<file path="src/rtl/mem10w_write_arbiter_if.sv">
// Bus bundle for mem10w_write_arbiter: requester handshake, memory write port
// and memory read port 2. The arbiter uses the slave modport; requesters and
// the memory model use the master modport.
interface mem10w_write_arbiter_if;
    logic [3:0]   req;
    logic [15:0]  req_addr;
    logic [139:0] req_data;
    logic [3:0]   gnt;
    logic [3:0]   err;
    logic         busy;
    logic         WR;
    logic [3:0]   wr_address_word;
    logic [34:0]  wr_data_word;
    logic [3:0]   address_word_2;
    logic [34:0]  data_word_2;
    logic [7:0]   verify_fail_cnt;

    modport slave (
        input  req, req_addr, req_data, data_word_2,
        output gnt, err, busy, WR, wr_address_word, wr_data_word,
               address_word_2, verify_fail_cnt
    );

    modport master (
        output req, req_addr, req_data, data_word_2,
        input  gnt, err, busy, WR, wr_address_word, wr_data_word,
               address_word_2, verify_fail_cnt
    );
endinterface

</file>
<file path="src/rtl/mem10w_write_arbiter.sv">
// Round-robin write arbiter for a 10-word, 35-bit memory.
// Four requesters each present an address/data pair; one is chosen per
// transaction, written in a single WR cycle, and acknowledged with a gnt pulse
// (plus err on an out-of-range address or read-back mismatch).
// Optional feature: define MEM10W_WR_VERIFY_EN to add a VERIFY state that reads
// the word back through read port 2 and counts mismatches.
module mem10w_write_arbiter #(
    parameter int NREQ  = 4,
    parameter int DEPTH = 10
) (
    input logic                  CLOCK_50,
    input logic                  RESET_N,
    mem10w_write_arbiter_if.slave bus
);

    localparam logic [1:0] IDLE   = 2'd0;
    localparam logic [1:0] WRITE  = 2'd1;
`ifdef MEM10W_WR_VERIFY_EN
    localparam logic [1:0] VERIFY = 2'd2;
`endif
    localparam logic [1:0] DONE   = 2'd3;

    logic [1:0]  state;
    logic [1:0]  state_nxt;
    logic [1:0]  last_granted;
    logic [1:0]  idx;
    logic        err_flag;
    logic [3:0]  lat_addr;
    logic [34:0] lat_data;
    logic        addr_ok;

    logic [3:0]  eligible;
    logic [1:0]  cand;
    logic        sel_found;
    logic [1:0]  sel_idx;

`ifdef MEM10W_WR_VERIFY_EN
    logic        mismatch;
    logic [7:0]  fail_cnt;
`else
    logic        unused_rd;
`endif

    assign addr_ok = ({28'd0, lat_addr} < DEPTH);

    // Round-robin pick: search upward from last_granted+1 with wrap; a
    // requester whose gnt is currently pulsing is never picked again.
    always_comb begin
        eligible  = bus.req & ~bus.gnt;
        cand      = '0;
        sel_found = 1'b0;
        sel_idx   = last_granted;
        for (int i = 1; i <= NREQ; i++) begin
            cand = last_granted + 2'(i);
            if (!sel_found && eligible[cand]) begin
                sel_found = 1'b1;
                sel_idx   = cand;
            end
        end
    end

    // Next-state decode for the transaction sequence.
    always_comb begin
        state_nxt = state;
        case (state)
            IDLE:   if (sel_found) state_nxt = WRITE;
`ifdef MEM10W_WR_VERIFY_EN
            WRITE:  state_nxt = addr_ok ? VERIFY : DONE;
            VERIFY: state_nxt = DONE;
`else
            WRITE:  state_nxt = DONE;
`endif
            DONE:   state_nxt = IDLE;
            default: state_nxt = IDLE;
        endcase
    end

    // Control state: FSM, round-robin pointer, granted index and error flag.
    always_ff @(posedge CLOCK_50 or negedge RESET_N) begin
        if (!RESET_N) begin
            state        <= IDLE;
            last_granted <= 2'd3;
            idx          <= 2'd0;
            err_flag     <= 1'b0;
        end else begin
            state <= state_nxt;
            case (state)
                IDLE: begin
                    if (sel_found) begin
                        last_granted <= sel_idx;
                        idx          <= sel_idx;
                        err_flag     <= 1'b0;
                    end
                end
                WRITE: begin
                    if (!addr_ok) err_flag <= 1'b1;
                end
`ifdef MEM10W_WR_VERIFY_EN
                VERIFY: begin
                    if (mismatch) err_flag <= 1'b1;
                end
`endif
                default: ;
            endcase
        end
    end

    // Capture the selected requester's address and data at selection time.
    always_ff @(posedge CLOCK_50) begin
        if (state == IDLE && sel_found) begin
            lat_addr <= bus.req_addr[4*sel_idx +: 4];
            lat_data <= bus.req_data[35*sel_idx +: 35];
        end
    end

`ifdef MEM10W_WR_VERIFY_EN
    assign mismatch = (bus.data_word_2 != lat_data);

    // Saturating count of read-back mismatches.
    always_ff @(posedge CLOCK_50 or negedge RESET_N) begin
        if (!RESET_N) begin
            fail_cnt <= 8'd0;
        end else if (state == VERIFY && mismatch && fail_cnt != 8'hFF) begin
            fail_cnt <= fail_cnt + 8'd1;
        end
    end

    assign bus.verify_fail_cnt = fail_cnt;
`else
    assign unused_rd           = ^bus.data_word_2;
    assign bus.verify_fail_cnt = 8'd0;
`endif

    // Outputs decoded from state so they are zero outside their own state and
    // drop immediately when reset is asserted.
    always_comb begin
        bus.WR              = 1'b0;
        bus.wr_address_word = '0;
        bus.wr_data_word    = '0;
        bus.address_word_2  = '0;
        bus.gnt             = '0;
        bus.err             = '0;
        bus.busy            = (state != IDLE);
        case (state)
            WRITE: begin
                if (addr_ok) begin
                    bus.WR              = 1'b1;
                    bus.wr_address_word = lat_addr;
                    bus.wr_data_word    = lat_data;
                end
            end
`ifdef MEM10W_WR_VERIFY_EN
            VERIFY: bus.address_word_2 = lat_addr;
`endif
            DONE: begin
                bus.gnt[idx] = 1'b1;
                bus.err[idx] = err_flag;
            end
            default: ;
        endcase
    end

endmodule

</file>
<file path="src/flat_wrapper.sv">
// flat-port wrapper written by rule: the top's interface ports become plain ports
module mem10w_write_arbiter_flat 
#(
    parameter int NREQ  = 4,
    parameter int DEPTH = 10
)
  (CLOCK_50, RESET_N, bus_req, bus_req_addr, bus_req_data, bus_data_word_2, bus_gnt, bus_err, bus_busy, bus_WR, bus_wr_address_word, bus_wr_data_word, bus_address_word_2, bus_verify_fail_cnt);
  mem10w_write_arbiter_if bus_i ();
  input logic CLOCK_50;
  input logic RESET_N;
  input wire logic [$bits(bus_i.req)-1:0] bus_req;
  input wire logic [$bits(bus_i.req_addr)-1:0] bus_req_addr;
  input wire logic [$bits(bus_i.req_data)-1:0] bus_req_data;
  input wire logic [$bits(bus_i.data_word_2)-1:0] bus_data_word_2;
  output wire logic [$bits(bus_i.gnt)-1:0] bus_gnt;
  output wire logic [$bits(bus_i.err)-1:0] bus_err;
  output wire logic [$bits(bus_i.busy)-1:0] bus_busy;
  output wire logic [$bits(bus_i.WR)-1:0] bus_WR;
  output wire logic [$bits(bus_i.wr_address_word)-1:0] bus_wr_address_word;
  output wire logic [$bits(bus_i.wr_data_word)-1:0] bus_wr_data_word;
  output wire logic [$bits(bus_i.address_word_2)-1:0] bus_address_word_2;
  output wire logic [$bits(bus_i.verify_fail_cnt)-1:0] bus_verify_fail_cnt;
  assign bus_i.req = bus_req;
  assign bus_i.req_addr = bus_req_addr;
  assign bus_i.req_data = bus_req_data;
  assign bus_i.data_word_2 = bus_data_word_2;
  assign bus_gnt = bus_i.gnt;
  assign bus_err = bus_i.err;
  assign bus_busy = bus_i.busy;
  assign bus_WR = bus_i.WR;
  assign bus_wr_address_word = bus_i.wr_address_word;
  assign bus_wr_data_word = bus_i.wr_data_word;
  assign bus_address_word_2 = bus_i.address_word_2;
  assign bus_verify_fail_cnt = bus_i.verify_fail_cnt;
  mem10w_write_arbiter #(.NREQ(NREQ), .DEPTH(DEPTH)) u_core (.CLOCK_50(CLOCK_50), .RESET_N(RESET_N), .bus(bus_i));
endmodule
</file>
<file path="config.mk">
export PLATFORM = sky130hd
export DESIGN_NAME = mem10w_write_arbiter_flat
export DESIGN_NICKNAME = d
export VERILOG_FILES = /design/src/rtl/mem10w_write_arbiter_if.sv /design/src/rtl/mem10w_write_arbiter.sv /design/src/flat_wrapper.sv
export SDC_FILE = /design/constraint.sdc
export NUM_CORES = 1
export LEC_CHECK = 0
export BUFFER_PORTS_ARGS = -buffer_cell sky130_fd_sc_hd__buf_2
export CAP_MARGIN = 15
export CORE_UTILIZATION = 40
export CTS_BUF_LIST = sky130_fd_sc_hd__clkbuf_4 sky130_fd_sc_hd__clkbuf_8 sky130_fd_sc_hd__clkbuf_16
export DETAILED_ROUTE_END_ITERATION = 12
export PLACE_DENSITY = 0.72
export SLEW_MARGIN = 20
export SYNTH_ARGS = -nofsm -noshare
export SYNTH_HDL_FRONTEND = slang
export SYNTH_SLANG_ARGS = --single-unit
</file>
<file path="constraint.sdc">
create_clock -name CLOCK_50 -period 4.1 [get_ports CLOCK_50]
set_clock_uncertainty 0.2 [all_clocks]
set_input_delay 0.41 -clock CLOCK_50 [delete_from_list [all_inputs] [get_ports CLOCK_50]]
set_output_delay 0.41 -clock CLOCK_50 [all_outputs]
set_load 0.005 [all_outputs]
</file>
==> reports/results.txt, run 1 <==
port bufs: 210
Leak: 2.56 nW
final instance area: 0.00672 mm2
Chip Height: 120 um
Total Routing Usage GR: 27.6%
CP Buf/Inv Count: 2
asr flop ratio synth: 15.2%
HP Class: in2async
1st-iter DRT viols: 956
Reg2Reg Depth: 5
Synth Instances: 692
CP max stage cell: dfstp_4
Area growth, synth to finish: 20.2%
CTS tree: done
largest net degree at the start of global routing: 95
critical path startpoint category: flip-flop
initial antenna violation count: 0
FF-to-FF Start: u_core.last_granted[1]
FILL cells: 1,369
Slowest Stage Delay on Critical Path: 1080 ps
most frequent cells in the layout: nand4_1 (235), buf_2 (210), o211ai_1 (156)
CTS H-tree lvls: 2
clk sinks: 46
Slew @ Worst Pin: 983 ps
CP Capture Type: flip-flop
Clock transition at path regs: 60 ps
Area contributors post-synth: nand4_1 (26%), edfxtp_1 (21%), o211ai_1 (21%)
number of synthesized flops with an enable pin: 39
WL final: 20,700 um
crit path from: u_core.last_granted[1]
RSZ-0062 raised after global routing: no
relative slew slack: 34.5%
Synth Cell Area: 0.00559 mm2
Avg WL per Cell: 20.8 um
Hold Vio Cnt, Final: 0
Worst R2R End: u_core.lat_data[0]
Initial Utilization: 41.6%
commonest non-fill, non-tap cell in the layout: nand4_1
area leader, netlist: nand4_1
share of the synthesized area in the top cell type: 26.3%
Core Rows: 42
achievable frequency: 335 MHz
global-route wire length before repair: 32,600 um
Core ar.: 0.0135 mm2
crit-path leading delay family: flip-flops
FF+latch count, synth: 46
final setup vio count: 0
Final Critical Period: 2980 ps
Final GP Congestion: 0.796
Post-DP Area: 0.00656 mm2
worst skew pair latency: 300 ps
peak supply drop: 0.396 mV
layout cells sized above 1: 35.1%
CTS Root Cell: clkbuf_16
cell count along the critical path: 5
gr ovfl total: 0
Crit Path Max Fanout: 76
drt pass-1 iters: 6
DRC errors left: 0
IO Pins: 258
flop-to-flop setup slack: 1120 ps
mean area per synthesized cell: 8.08 um2
vias in the first global route: 6,254
critical-path cell list: inv_4 -> and3_1 -> a221oi_4 -> buf_4 -> mux2_2
total of max-cap violations: 0
Final nets: 1,014
total CTS buffers: 5
status: finished, final reports clean
hold slack: 284 ps
Worst Path Required: 3940 ps
Slew Viols, Final: 0
DR vias: 6,785
CP Class: reg2reg
Synth warnings: 0
setup_tns: 0 ps
CP endpoint: u_core.lat_data[0]
Max Buffers Root-to-Sink: 2
post-route ant nets: 0
sequential area share after synthesis: 24.1%
Worst Path Arrival: 2820 ps
Total Die Area: 0.0145 mm2
Via density: 6.83
final worst path period share: 72.7%
# diodes: 0
post-DP HPWL: 12,500 um
PwrDens: 686 mW/mm2
die width: 120 um
Synth Flop Type: edfxtp_1
Post-CTS Setup Inserts: 0
post-synthesis cell type count: 39
fin util: 50.0%
-- cells by family (layout without fill, tap and decap cells) --
group	after synthesis	after routing	share of synthesized area (%)
simple gates	299	299	33.2
compound gates	175	175	23.8
buf+inv	130	245	10.5
flops	46	46	24.1
mux	41	41	8.26
other cells	1	12	0.0670
-- power breakdown --
part / switching [mW] / total [mW] / internal [mW] / leakage, nW
Sequential: 0.215 / 1.11 / 0.900 / 0.448
Clock: 0.191 / 0.439 / 0.248 / 0.0754
Combinational: 1.86 / 3.06 / 1.20 / 2.04
Total: 2.27 / 4.61 / 2.34 / 2.56
-- state kept, by name (all words and copies together) (netlist names) --
name	cells
u_core.err_flag	1
u_core.idx	2
u_core.last_granted	2
u_core.lat_addr	4
u_core.lat_data	35
u_core.state	2
-- layout make-up --
cell class,instances,area [um2],share of cell area [%]
Timing Repair Buffer,231,1220,18.2
Tap cell,176,220,3.28
Multi-Input combinational cell,527,3750,55.8
Clock buffer,8,148,2.20
Sequential cell,46,1350,20.1
Inverter,6,25.0,0.372
-- metal layers --
metal	track usage (%)	share of wire, %	wire, um	up-vias
li1	-	-	-	3111
met1	37.5	41	8470	3246
met2	45.1	48	10000	404
met3	4.91	9.6	2000	24
met4	6.79	1.2	252	0
met5	0	0	0	-
-- how the worst min path moves through the flow --
stage	slack (ps)	to	depth (start not counted)
detailed placement	50	u_core.state[0]	1
finish	280	u_core.state[0]	2
CTS	280	u_core.idx[1]	2
global route	300	u_core.idx[0]	2
floorplan	-90	u_core.err_flag	0
global placement	60	u_core.state[0]	1
-- cell usage after synthesis (3+ instances only) --
cell,n
buf_4,13
edfxtp_1,39
inv_1,5
mux2_1,9
buf_6,5
and2_1,41
nand4_1,235
nand3_1,3
nor2_1,8
clkbuf_1,93
a21oi_1,5
buf_2,11
dfrtp_1,5
o211ai_1,156
mux2_2,32
-- stage by stage --
step | std cells | total power [mW] | setup WS, ps
after floorplan | 703 | 3.30 | 1190
after global placement | 985 | 4.09 | 1140
after detailed placement | 985 | 4.14 | 1130
after CTS | 994 | 4.59 | 1130
after global routing | 994 | 4.95 | 966
final | 994 | 4.61 | 1120
-- repair_timing --
item | 4_1_cts | 5_1_grt
hold endpoints to repair | 7 | 0
hold buffers | 1 | 0
resized for setup | 0 | 0
Note: power is estimated with default switching activity, not from simulation.
==> run 2, diff against run 1 <==
ABC_AREA = 1   (was unset)
CORE_UTILIZATION = 39   (was 40)
PLACE_DENSITY = 0.8   (was 0.72)
clock period = 2.55 ns   (was 4.1 ns; I/O delays follow)
==> run 2 against run 1 <==
  * Sequential power grew 64%
  * Hold slack lost 150 ps
  * Register-to-register slack lost 950 ps
  * Final area shrank 22%
  * Count of clock-buffer cells in the layout shrank 3
  * Via count shrank 33%
  * Sequential cell count is the same
  * Sequential share of layout area grew 5.7 points
  * Critical path depth grew 7
  * Core utilization grew 3.3 points
  * Synthesized area shrank 29%
  * Largest power group unchanged
  * Highest routed layer unchanged
==> reports/results.txt, run 2 <==
status: finished, final reports clean (unchanged)
Slowest Stage Delay on Critical Path: 670 ps (was 1080 ps)
mean area per synthesized cell: 6.31 um2 (was 8.08 um2)
top cells by count, synth: nand2_1 (229), nand3_1 (170), inv_1 (53) (was nand4_1 (235), o211ai_1 (156), clkbuf_1 (93))
Top reg by flops: u_core.lat_data (unchanged)
WL final: 11,300 um (was 20,700 um)
initial antenna violation count: 0 (unchanged)
Synth Area in Adders: 0% (unchanged)
switching share of power: 51.8% (was 49.2%)
CP Class: reg2reg (unchanged)
die width: 103 um (was 120 um)
Crit Path Max Fanout: 26 (was 76)
fin util: 53.2% (was 50.0%)
clk sinks: 46 (unchanged)
port bufs: 210 (unchanged)
critical path startpoint category: flip-flop (unchanged)
Area contributors post-synth: edfxtp_1 (29%), nand2_1 (22%), nand3_1 (21%) (was nand4_1 (26%), edfxtp_1 (21%), o211ai_1 (21%))
largest family of logic cells by synthesized area: simple AND/OR/NAND/NOR gates (unchanged)
FILL cells: 1,002 (was 1,369)
most frequent cells in the layout: nand2_1 (229), buf_2 (210), nand3_1 (170) (was nand4_1 (235), buf_2 (210), o211ai_1 (156))
layout cells sized above 1: 31.2% (was 35.1%)
post-DP HPWL: 8180 um (was 12,500 um)
Comb power frac: 74.8% (was 66.3%)
Top Registers: u_core.lat_data: 35 flops, u_core.lat_addr: 4 flops (unchanged)
CP Capture Type: flip-flop (unchanged)
Post-CTS Setup Inserts: 0 (unchanged)
CP Buf/Inv Count: 3 (was 2)
Initial Utilization: 40.5% (was 41.6%)
Crit path top cell by count: nand2_1
switching pwr: 4.83 mW (was 2.27 mW)
GR Util met3: 2.85% (was 4.91%)
CTS tree: done (unchanged)
max FFs per register: 35 (unchanged)
CTS H-tree lvls: 2 (unchanged)
PwrDens: 1780 mW/mm2 (was 686 mW/mm2)
placed insts: 943 (was 985)
Final Critical Period: 2380 ps (was 2980 ps)
GR Util met2: 37.7% (was 45.1%)
worst skew pair latency: 290 ps (was 300 ps)
Seq pwr share: 19.6% (was 24.2%)
# diodes: 0 (unchanged)
setup_tns: 0 ps (unchanged)
FF+latch count, synth: 46 (unchanged)
IO Pins: 258 (unchanged)
crit-path leading delay family: simple AND/OR/NAND/NOR gates (was flip-flops)
DRC errors left: 0 (unchanged)
Synth warnings: 0 (unchanged)
CTS Root Cell: clkbuf_8 (was clkbuf_16)
area leader, netlist: edfxtp_1 (was nand4_1)
Total Die Area: 0.0106 mm2 (was 0.0145 mm2)
critical-path cell list: inv_2 -> nand3_1 -> nand3_1 -> nand2_1 -> nand2_2 -> nor2_4 -> nand2_1 -> nand3_2 -> inv_2 -> buf_12 -> nand2_1 -> nand2_1 (was inv_4 -> and3_1 -> a221oi_4 -> buf_4 -> mux2_2)
total CTS buffers: 5 (unchanged)
Total Routing Usage GR: 20.0% (was 27.6%)
register area: 0.00135 mm2 (about the same)
Area growth, synth to finish: 31.5% (was 20.2%)
hold slack: 138 ps (was 284 ps)
non-filler cells, final: 951 (was 994)
Clk network pwr share: 5.6% (was 9.5%)
share of the synthesized area in the top cell type: 29.4% (was 26.3%)
mux share of post-synthesis cell area: 0% (was 8.26%)
Max Buffers Root-to-Sink: 2 (unchanged)
Avg WL per Cell: 11.9 um (was 20.8 um)
peak supply drop: 0.910 mV (was 0.396 mV)
Clock transition at path regs: 90 ps (was 60 ps)
Overall Power: 9.33 mW (was 4.61 mW)
CP max stage cell: dfstp_2 (was dfstp_4)
post-route ant nets: 0 (unchanged)
Chip Height: 103 um (was 120 um)
post-synthesis cell type count: 21 (was 39)
Core ar.: 0.00982 mm2 (was 0.0135 mm2)
RSZ-0062 raised after global routing: no (unchanged)
Hold Vio Cnt, Final: 0 (unchanged)
achievable frequency: 421 MHz (was 335 MHz)
multi-input logic area: 0.00209 mm2 (was 0.00375 mm2)
drt pass-1 iters: 4 (was 6)
sequential area share after synthesis: 33.9% (was 24.1%)
number of synthesized flops with an enable pin: 39 (unchanged)
largest net degree at the start of global routing: 61 (was 95)
Final GP Congestion: 0.812 (was 0.796)
HP Class: in2async (unchanged)
commonest non-fill, non-tap cell in the layout: nand2_1 (was nand4_1)
asr flop ratio synth: 15.2% (unchanged)
most numerous cell in the Yosys netlist: nand2_1 (was nand4_1)
final worst path period share: 93.2% (was 72.7%)
M1 GR Usage: 23.9% (was 37.5%)
vias in the first global route: 3,714 (was 6,254)
Post-Synth XOR/XNOR Area: 0.409% (was 0%)
global-route wire length before repair: 16,600 um (was 32,600 um)
Final nets: 1,015 (was 1,014)
Worst Path Required: 2410 ps (was 3940 ps)
total of max-cap violations: 0 (unchanged)
1st-iter DRT viols: 159 (was 956)
Via density: 4.75 (was 6.83)
simple-gate share of the synthesized area: 50.3% (was 33.2%)
Worst Path Arrival: 2230 ps (was 2820 ps)
Synth Cell Area: 0.00398 mm2 (was 0.00559 mm2)
Synth Flop Type: edfxtp_1 (unchanged)
final setup vio count: 0 (unchanged)
Leak: 3.15 nW (was 2.56 nW)
internal power: 4.50 mW (was 2.34 mW)
DR vias: 4,520 (was 6,785)
Slew Viols, Final: 0 (unchanged)
busiest grt layer: met2 (unchanged)
gr ovfl total: 0 (unchanged)
Synth Area in Compound Gates: 0.503% (was 23.8%)
Core Rows: 36 (was 42)
Synth Instances: 630 (was 692)
-- run 2: power groups by stage --
stage | combinational [mW] | clock (mW) | sequential, mW
3_3_place_gp | 6.98 | 0 | 1.83
3_5_place_dp | 7.03 | 0 | 1.84
4_1_cts | 7.06 | 0.545 | 1.83
6_report | 6.98 | 0.526 | 1.82
5_1_grt | 7.95 | 0.572 | 1.87
2_1_floorplan | 5.32 | 0 | 1.79
-- run 2: layout make-up --
class                           instances  share of cell area [%]
Clock buffer                            5                    1.32
Clock inverter                          2                   0.646
Inverter                               59                    4.24
Multi-Input combinational cell        479                    40.0
Sequential cell                        46                    25.8
Tap cell                              133                    3.18
Timing Repair Buffer                  227                    24.8
-- run 2: cell families (layout without fill, tap and decap cells) --
group,count (synthesis),count (layout)
and+or+nand+nor,462,462
buffers and inverters,116,293
DFF,46,46
AOI/OAI and AO/OA,4,4
other,1,12
xor gates and xnor gates,1,1
-- run 2: path summary, 6_finish.rpt --
path	depth (start not counted)	slack, ps	from	to
worst max-delay path	12	170	u_core.last_granted[0]	u_core.lat_data[26]
worst min-delay path	2	140	RESET_N	u_core.err_flag
worst max register to register	12	170	u_core.last_granted[0]	u_core.lat_data[26]
worst min register to register	2	290	u_core.err_flag	u_core.err_flag
max in group asynchronous	2	1770	RESET_N	u_core.last_granted[1]
min in group CLOCK_50	5	140	bus_req_data[25]	u_core.lat_data[25]
-- run 2: metrics by stage --
| step | instance area [um2] | setup WS [ps] |
|---|---|---|
| after floorplan | 4030 | 22.9 |
| after global placement | 5110 | 140 |
| after detailed placement | 5110 | 133 |
| after CTS | 5230 | 98.4 |
| after global routing | 5230 | 4.49 |
| final | 5230 | 172 |
-- run 2: per-layer routing --
layer,up-vias,share of wire (%)
met5,-,0
met4,0,0.82
met3,8,7.3
met2,188,50
met1,1961,41
li1,2363,-
-- run 2: repair_timing --
| action | in CTS | in global routing |
|---|---|---|
| hold buffers | 1 | 0 |
| hold endpoints to repair | 7 | 0 |
| endpoints found under the setup margin | 0 | 19 |
| resized for setup | 0 | 1 |
